File: src/rtl/fifo_rd_stream_adapter.sv
// Purpose: converts a FIFO pop-style read port into a registered valid/ready stream.
// Latency: 1 cycle from FIFO non-empty to O_VALID; 1 beat/cycle sustained.
// Backpressure: 2-entry skid; FIFO read request depends only on level. Optional FIFO_RD_STREAM_ADAPTER_STALL_CNT_EN.
module fifo_rd_stream_adapter #(
    parameter int DW = 8,
    parameter int CW = 16
) (
    input  logic          I_CLK,
    input  logic          I_RST_N,
    output logic          O_FIFO_RD_REQ,
    input  logic [DW-1:0] I_FIFO_RD_DATA,
    input  logic          I_FIFO_RD_EMPTY,
    output logic          O_VALID,
    input  logic          I_READY,
    output logic [DW-1:0] O_DATA,
    output logic [1:0]    O_LEVEL,
    output logic [CW-1:0] O_XFER_CNT
`ifdef FIFO_RD_STREAM_ADAPTER_STALL_CNT_EN
    ,
    output logic [CW-1:0] O_STALL_CNT
`endif
);

    typedef enum logic [1:0] {
        ST_EMPTY = 2'd0,
        ST_ONE   = 2'd1,
        ST_TWO   = 2'd2
    } state_t;

    state_t        state;
    state_t        state_nxt;
    logic [DW-1:0] head;
    logic [DW-1:0] tail;
    logic [CW-1:0] xfer_cnt;
    logic          pop;
    logic          deq;
    logic          head_from_fifo;
    logic          head_from_tail;
    logic          tail_ld;

    // Request is a pure function of the level register, so I_READY never reaches the FIFO.
    assign O_FIFO_RD_REQ = (state != ST_TWO);
    assign O_VALID       = (state != ST_EMPTY);
    assign O_LEVEL       = state;
    assign O_DATA        = head;
    assign O_XFER_CNT    = xfer_cnt;

    assign pop = O_FIFO_RD_REQ && !I_FIFO_RD_EMPTY;
    assign deq = O_VALID && I_READY;

    always_ff @(posedge I_CLK or negedge I_RST_N) begin
        if (!I_RST_N) begin
            state <= ST_EMPTY;
        end else begin
            state <= state_nxt;
        end
    end

    always_comb begin
        state_nxt = state;
        case (state)
            ST_EMPTY: begin
                if (pop) state_nxt = ST_ONE;
            end
            ST_ONE: begin
                if (pop && !deq)      state_nxt = ST_TWO;
                else if (!pop && deq) state_nxt = ST_EMPTY;
            end
            ST_TWO: begin
                if (deq) state_nxt = ST_ONE;
            end
            default: state_nxt = ST_EMPTY;
        endcase
    end

    always_comb begin
        head_from_fifo = 1'b0;
        head_from_tail = 1'b0;
        tail_ld        = 1'b0;
        case (state)
            ST_EMPTY: head_from_fifo = pop;
            ST_ONE: begin
                head_from_fifo = pop && deq;
                tail_ld        = pop && !deq;
            end
            ST_TWO:  head_from_tail = deq;
            default: ;
        endcase
    end

    always_ff @(posedge I_CLK or negedge I_RST_N) begin
        if (!I_RST_N) begin
            head     <= '0;
            tail     <= '0;
            xfer_cnt <= '0;
        end else begin
            if (head_from_fifo)      head <= I_FIFO_RD_DATA;
            else if (head_from_tail) head <= tail;
            if (tail_ld)             tail <= I_FIFO_RD_DATA;
            if (deq)                 xfer_cnt <= xfer_cnt + CW'(1);
        end
    end

`ifdef FIFO_RD_STREAM_ADAPTER_STALL_CNT_EN
    logic [CW-1:0] stall_cnt;

    // Saturating so a long stall never reads back as a short one.
    always_ff @(posedge I_CLK or negedge I_RST_N) begin
        if (!I_RST_N) begin
            stall_cnt <= '0;
        end else if (O_VALID && !I_READY && (stall_cnt != {CW{1'b1}})) begin
            stall_cnt <= stall_cnt + CW'(1);
        end
    end

    assign O_STALL_CNT = stall_cnt;
`endif

endmodule

File: config.mk
export PLATFORM = sky130hd
export DESIGN_NAME = fifo_rd_stream_adapter
export DESIGN_NICKNAME = d
export VERILOG_FILES = /design/src/rtl/fifo_rd_stream_adapter.sv
export SDC_FILE = /design/constraint.sdc
export NUM_CORES = 1
export LEC_CHECK = 0
export CAP_MARGIN = 20
export CORE_UTILIZATION = 40
export CTS_BUF_LIST = sky130_fd_sc_hd__clkbuf_8
export CTS_CLUSTER_DIAMETER = 80
export DETAILED_ROUTE_END_ITERATION = 10
export PLACE_DENSITY = 0.74
export SLEW_MARGIN = 20
export SYNTH_ARGS = -nofsm -noshare
export SYNTH_HDL_FRONTEND = slang
export SYNTH_SLANG_ARGS = --single-unit
File: constraint.sdc
create_clock -name I_CLK -period 2.3 [get_ports I_CLK]
set_input_delay 0.345 -clock I_CLK [delete_from_list [all_inputs] [get_ports I_CLK]]
set_output_delay 0.345 -clock I_CLK [all_outputs]
set_load 0.05 [all_outputs]
Yosys cells after proc, flatten, opt, wreduce, memory -nomap -nowiden
Index checks and enable logic that the tools add are counted.

Register bits after elaboration: 34. Input bits: 12. Output and inout bits: 28. Word-level logic and storage cells: 33.

$add $sub $neg: 1. Eq/ne operators: 6. Muxes and demuxes: 10. Reductions and logical operators: 12.

Operators by type and width (count): 16-bit by 1-bit adder with 16-bit output, second input constant (1); 8-bit 2-to-1 mux (2); 2-bit 2-to-1 mux (4); 2-bit inequality test, second input constant (3); 2-bit case mux with 3 select lines (1); 1-bit logical AND (5); 2-bit nonzero test (2); 1-bit logical NOT (3); 3-bit inequality test, second input constant (1); 3-bit AND reduction (1); 2-bit by 1-bit equality test with 1-bit output, second input constant (1); 2-bit equality test, second input constant (1); 2-bit logical NOT (1); 1-bit 2-to-1 mux (2); 1-bit case mux with 2 select lines (1).

Depth between registers and ports, before layout
Gate-level depths: netlist of run 1.

Word-level depth: 7. Gate-level depth with buffers: 9.

Least setup slack after synthesis of run 1
Ideal clock, no wire load.

Path kind: register to register. Start: register state[0] (netlist: O_LEVEL[0]). End: register head[0] (netlist: O_DATA[0]). Setup time: 65 ps. Arrival time: 2271 ps. Setup slack: -36 ps. Cell stages (with the launch flop): 10. Path buffers: 1. Path through: dfrtp_1 -> buf_2 -> or2_2 -> nand2_1 -> inv_1 -> ha_1 -> nand2_1 -> a21oi_2 -> nor2_1 -> a21o_1.

Word-level cells in the longest chain between the ends: 5. Elaborated cells on any way between the ends: 12. Those cells by class: 3 x eq/ne; 3 x mux; 6 x reduce/logical.

RTL lines: from (decl) (RTL line 30) `state_t state;`; from (signal assigned) (RTL line 55) `state <= state_nxt;`; 2-bit nonzero test (*) (RTL line 43) `assign O_VALID = (state != ST_EMPTY);`; named net O_VALID (RTL line 13) `output logic O_VALID,`; 1-bit logical AND (*) (RTL line 49) `assign deq = O_VALID && I_READY;`; named net deq (RTL line 36) `logic deq;`; 1-bit logical AND (RTL line 83) `head_from_fifo = pop && deq;`; 1-bit case mux with 2 select lines (RTL line 80) `case (state)`; 8-bit 2-to-1 mux / 2-bit nonzero test (equally long branches); to (signal assigned) (RTL line 98) `else if (head_from_tail) head <= tail;`; to (decl) (RTL line 32) `logic [DW-1:0] head;`.

Mark *: on every way through the listed nets, which the timed path passes. The rest lies on a longest branch. A chain may end at the register's enable or synchronous reset.

Final worst setup path of run 1
Start: register state[1] (netlist: O_LEVEL[1]). End: output port O_FIFO_RD_REQ.

Word-level cells in the longest chain between the ends: 1.

RTL lines: 2-bit inequality test (RTL line 42) `assign O_FIFO_RD_REQ = (state != ST_TWO);`; to (decl) (RTL line 10) `output logic O_FIFO_RD_REQ,`.

Every way passes these cells.

==> metrics.txt, run 1 <==
Critical-path top delay cell=clkdlybuf4s50_1; Inst Count DP=206; post-synthesis sequential area ratio=57.38%; Seq pwr share=35.1%; worst path cell trace=nor2b_1 -> inv_1 -> clkdlybuf4s50_1; Worst Skew=0.007705 ns; Yosys top cell by area=dfrtp_1; largest net degree at the start of global routing=35; total setup buffers inserted after CTS=0; top cell family by delay on the critical path=buffers and inverters; Sw Pwr=1.135 mW; HP Class=primary input to async pin; crit path capture type=output pin; CTS Hold Bufs=0; area taken by multi-input logic gates=614.3 um^2; Die X=62.88 um; Setup Viol. Count Final=0; io pins=40; Seq. cell area=850.8 um^2; fin nets=182; Max Cap Violations=0; DRT Pass-1 Iters=4; global-route wire length before repair=5030 um; CTS Sinks=34; Pwr Total=2.735 mW; r2r setup slk=0.27 ns; residual DRC count=0; combinational power share=46.5%; initial antenna violation count=0; H-tree Lvls=2; Area growth, synth to finish=38.23%; GRT Overall Usage=17.10%; fin crit share=95.58%; num rows=21; worst vdd ir=0.7032 mV; RSZ-0062 raised after global routing=no; CP arrival=1.85 ns; Util after Layout=59.54%; Setup TNS Final=0 ns; number of DRC markers in iteration 0=77; Tmin final=2.198 ns; core area=0.003442 mm^2; Final Hold Vio Count=0; Final WS setup=0.1016 ns; vias in the first global route=1062; Die Area=0.003954 mm^2; Mapped Area=0.001483 mm^2; LEAKAGE=0.9310 nW; worst-margin pin slew=0.5103 ns; Place WS=0.08408 ns; fraction of layout cells with a size suffix above 1=15.48%; post-synthesis register bit count=34; CP Launch Type=flop; critical path type=flop to output pin; Inserted Diodes=0; fill count=283; global route overflow=0; clock latency on the worst-skew pair=0.28 ns; initial core utilization=43.08%; via count=1078; Clock power frac=18.4%; CTS tree=built; pwr dens=1334 mW/mm^2; Final GP Congestion=0.8746; Post-DRT Antenna Nets=0; die span in y=62.88 um; CP bufs+invs=2; max_slew headroom=65.88%; Syn Area/Cell=12.25 um^2; Via-to-Cell Ratio=5.037; synthesized instance count=121; yosys warns=0; top area cells in the synthesized netlist=dfrtp_1 57%, mux2_2 6.1%, xnor2_1 5.9%, a22o_1 4.7%, a21o_1 4.1%; non-filler cells, final=214; Reg clk slew, reported paths=0.07 ns; CTS Buffer Depth=2; worst path required time=1.96 ns; Synth top area share=57.38%; hpwl dp=2095 um; # port buffers=39; Max Freq=0.4549 GHz; total CTS buffers=5; Switching Fraction=41.48%; CP Max Fanout=8; P_int=1.600 mW; DRT Wirelength=2943 um; commonest non-fill, non-tap cells in the layout=39 x clkdlybuf4s50_1, 34 x dfrtp_1, 12 x nand2_1; Mapped Nets=136; routed len/inst=13.75 um; cts repair resizes=0; Pins Over Slew Limit=0; Root Buffer Master=clkbuf_8; Yosys cell types=26; status=complete, no violations; commonest non-fill, non-tap cell in the layout=clkdlybuf4s50_1; critical path's largest stage delay=0.71 ns
## worst paths after layout
check / from / endpoint / cells past startpoint
min in group I_CLK: O_XFER_CNT[15] / O_XFER_CNT[15] / 1
max reg2reg: O_LEVEL[1] / O_DATA[1] / 8
max in group asynchronous: I_RST_N / tail[6] / 2
min reg2reg: O_XFER_CNT[15] / O_XFER_CNT[15] / 1
min: I_RST_N / O_XFER_CNT[10] / 2
max: O_LEVEL[1] / O_FIFO_RD_REQ / 3
## synthesized netlist by cell type
cell type and instances:
mux2_2 8, nand2_1 12, buf_2 1, nand4_1 4, nor2b_1 2, or4b_4 1
inv_1 3, a21oi_2 1, o22ai_1 1, xor2_1 5, nor2_1 4, and2_1 1
a21o_1 8, nand3b_1 1, or2_2 3, ha_1 3, a21oi_1 1, dfrtp_1 34
clkbuf_1 1, xnor2_1 10, nor2_2 2, nor4_1 2, o2111a_1 1, o211ai_1 1
nand3_1 3, a22o_1 8
## flip-flops by register name, indices dropped and copies added, names as in the netlist
name,flops
O_XFER_CNT,16
O_DATA,8
tail,8
O_LEVEL,2
## power groups by stage
stage	clock (mW)	sequential (mW)	combinational (mW)
after floorplan	0	1.36	0.468
final	0.503	0.959	1.27
after CTS	0.522	0.962	1.28
after global routing	0.547	0.993	1.34
after detailed placement	0	0.969	1.27
after global placement	0	0.955	1.26
## cell families (layout without fill, tap and decap cells)
logic type / after synthesis / in the layout / share of synthesized area, %
flops: 34 / 34 / 57.38
mux: 8 / 8 / 6.076
simple gates: 35 / 35 / 12.40
xor+xnor: 15 / 15 / 8.860
buf+inv: 5 / 52 / 1.350
compound gates: 21 / 21 / 11.39
fa+ha+maj: 3 / 3 / 2.532
## through the flow
| stage | cell area, um^2 | hold slack [ns] |
|---|---|---|
| after floorplan | 1485 | 0.04941 |
| after global placement | 1939 | 0.4575 |
| after detailed placement | 1939 | 0.4560 |
| after CTS | 2049 | 0.4690 |
| after global routing | 2049 | 0.4935 |
| final | 2049 | 0.4667 |
## final cells by class
type	instances	share of cell area, %
Tap cell	46	2.808
Clock buffer	8	5.372
Timing Repair Buffer	41	19.78
Sequential cell	34	41.51
Multi-Input combinational cell	82	29.98
Inverter	3	0.5494
## routing by layer
metal / track usage [%] / wire, um / vias up
met1: 21.37 / 1353 / 526
met5: 0 / 0 / -
met3: 5.292 / 120 / 4
li1: - / - / 517
met2: 25.67 / 1409 / 31
met4: 10.47 / 60 / 0
No activity file was read; power rests on OpenSTA's default activity.
==> inputs of run 2 (changes only) <==
GPL_TIMING_DRIVEN = 0   (was unset)
clock period = 2.6 ns   (was 2.3 ns; I/O delays follow)
==> metrics.txt, run 2 (same netlist as run 1, synthesis figures left out) <==
status=complete, no violations; HP Class=primary input to async pin; Post-DRT Antenna Nets=0; via count=1082; CP Launch Type=flop; CTS tree=built; Critical-path top delay cell=clkdlybuf4s50_1; crit path capture type=output pin; largest net degree at the start of global routing=35; Die X=62.88 um; RSZ-0062 raised after global routing=no; Reg clk slew, reported paths=0.06 ns; fin crit share=85.43%; Root Buffer Master=clkbuf_8; top cell family by delay on the critical path=buffers and inverters; critical path's largest stage delay=0.80 ns; Inserted Diodes=0; hpwl dp=2099 um; num rows=21; Max Cap Violations=0; CP arrival=1.83 ns; GRT Overall Usage=17.04%; Pins Over Slew Limit=0; Final Hold Vio Count=0; CP Max Fanout=8; global route overflow=0; fraction of layout cells with a size suffix above 1=13.17%; Die Area=0.003954 mm^2; GR Util met1=19.76%; Max Freq=0.4502 GHz; CTS Sinks=34; CTS Buffer Depth=2; Worst Skew=0.003579 ns; initial antenna violation count=0; Via-to-Cell Ratio=5.080; Setup Viol. Count Final=0; Setup TNS Final=0 ns; die span in y=62.88 um; vias in the first global route=1162; CP bufs+invs=2; fin nets=182; Area growth, synth to finish=35.02%; global-route wire length before repair=5202 um; number of DRC markers in iteration 0=44; DRT Wirelength=2916 um; routing usage on met3=6.387%; critical path type=flop to output pin; routed len/inst=13.69 um; commonest non-fill, non-tap cell in the layout=clkdlybuf4s50_1; io pins=40; worst-margin pin slew=0.7346 ns; # port buffers=39; Final GP Congestion=0.7274; clock latency on the worst-skew pair=0.28 ns; total CTS buffers=5; worst path required time=2.21 ns; max reg flops=16; residual DRC count=0; core area=0.003442 mm^2; GR peak layer=met2; M2 GR Usage=28.49%; H-tree Lvls=2; Fin Hold WS=0.1627 ns; pwr dens=1158 mW/mm^2; cts repair resizes=0; commonest non-fill, non-tap cells in the layout=38 x clkdlybuf4s50_1, 34 x dfrtp_1, 12 x nand2_1; Tmin final=2.221 ns; CTS Hold Bufs=0; initial core utilization=43.08%; DRT Pass-1 Iters=2; worst path cell trace=nor2b_1 -> inv_1 -> clkdlybuf4s50_1; worst vdd ir=0.6466 mV; LEAKAGE=0.9148 nW; total setup buffers inserted after CTS=0; max_slew headroom=51.03%
-- run 2: cell types whose count changed in the layout (fill, tap and decap cells not counted) --
cell             delta
inv_1               +2
clkbuf_8            -3
nor2_2              -1
clkbuf_1            +1
clkdlybuf4s50_1     -1
buf_4               -2
nor2_1              +1
buf_2               +2
-- run 2: worst register-to-register path, stage by stage, from the launching register on --
cell and delay, ns:
dfrtp_1 0.37, buf_2 0.16, or2_2 0.29, nand2_1 0.14, inv_1 0.08, ha_1 0.19, nand2_1 0.07, a21oi_2 0.13
nor2_1 0.47, a21o_1 0.19
-- run 2: routing by layer --
| layer | up-vias | part of all wire (%) | wire, um |
|---|---|---|---|
| li1 | 512 | - | - |
| met1 | 538 | 45 | 1322 |
| met2 | 26 | 49 | 1442 |
| met3 | 6 | 3.7 | 109 |
| met4 | 0 | 1.4 | 41 |
| met5 | - | 0 | 0 |
-- run 2: metrics by stage --
step | total power [mW] | instances | setup slack [ns] | util (%) | cell area (um^2)
after floorplan | 1.611 | 121 | 0.2636 | - | 1483
after global placement | 1.948 | 206 | 0.2276 | 56.09 | 1931
after detailed placement | 1.982 | 206 | 0.2060 | 55.94 | 1926
after CTS | 2.338 | 213 | 0.3862 | 58.16 | 2002
after global routing | 2.454 | 213 | 0.2486 | 58.16 | 2002
final | 2.319 | 213 | 0.3787 | 58.16 | 2002
-- run 2: layout make-up --
type                            instances  area [um^2]
Buffer                                  2        8.758
Clock buffer                            5        68.82
Clock inverter                          2        7.507
Fill cell                             307         1440
Inverter                                3        11.26
Multi-Input combinational cell         82        611.8
Sequential cell                        34        850.8
Tap cell                               46        57.56
Timing Repair Buffer                   39        385.4
-- run 2: where the power goes --
group | switching, mW | internal, mW | leakage [nW]
logic | 0.696 | 0.442 | 0.434
registers | 0.124 | 0.706 | 0.434
clock network | 0.175 | 0.176 | 0.0466
total | 0.995 | 1.32 | 0.915
-- run 2: worst paths after layout --
kind | start | endpoint | slack (ns) | cells after the start
setup / recovery | O_LEVEL[1] | O_FIFO_RD_REQ | 0.38 | 3
hold / removal | I_RST_N | O_XFER_CNT[4] | 0.16 | 1
setup reg to reg | O_LEVEL[0] | O_DATA[6] | 0.43 | 9
hold reg to reg | O_DATA[2] | O_DATA[2] | 0.47 | 1
max in group asynchronous | I_RST_N | O_XFER_CNT[14] | 1.96 | 1
min in group I_CLK | O_DATA[2] | O_DATA[2] | 0.47 | 1
==> inputs of run 3 (changes only) <==
GPL_ROUTABILITY_DRIVEN = 0   (was unset)
clock period = 2.4 ns   (was 2.6 ns; I/O delays follow)
==> results of run 3 <==
Same layout as run 2 (identical final DEF). Status: complete, no violations.
Among the figures that moved: setup slack after placement 0.2060 ns -> 0.03602 ns; setup slack after layout 0.3787 ns -> 0.2087 ns; hold slack 0.1627 ns -> 0.1327 ns; register-to-register setup slack 0.43 ns -> 0.23 ns; total power 2.319 mW -> 2.512 mW; worst IR drop on VDD 0.6466 mV -> 0.7005 mV
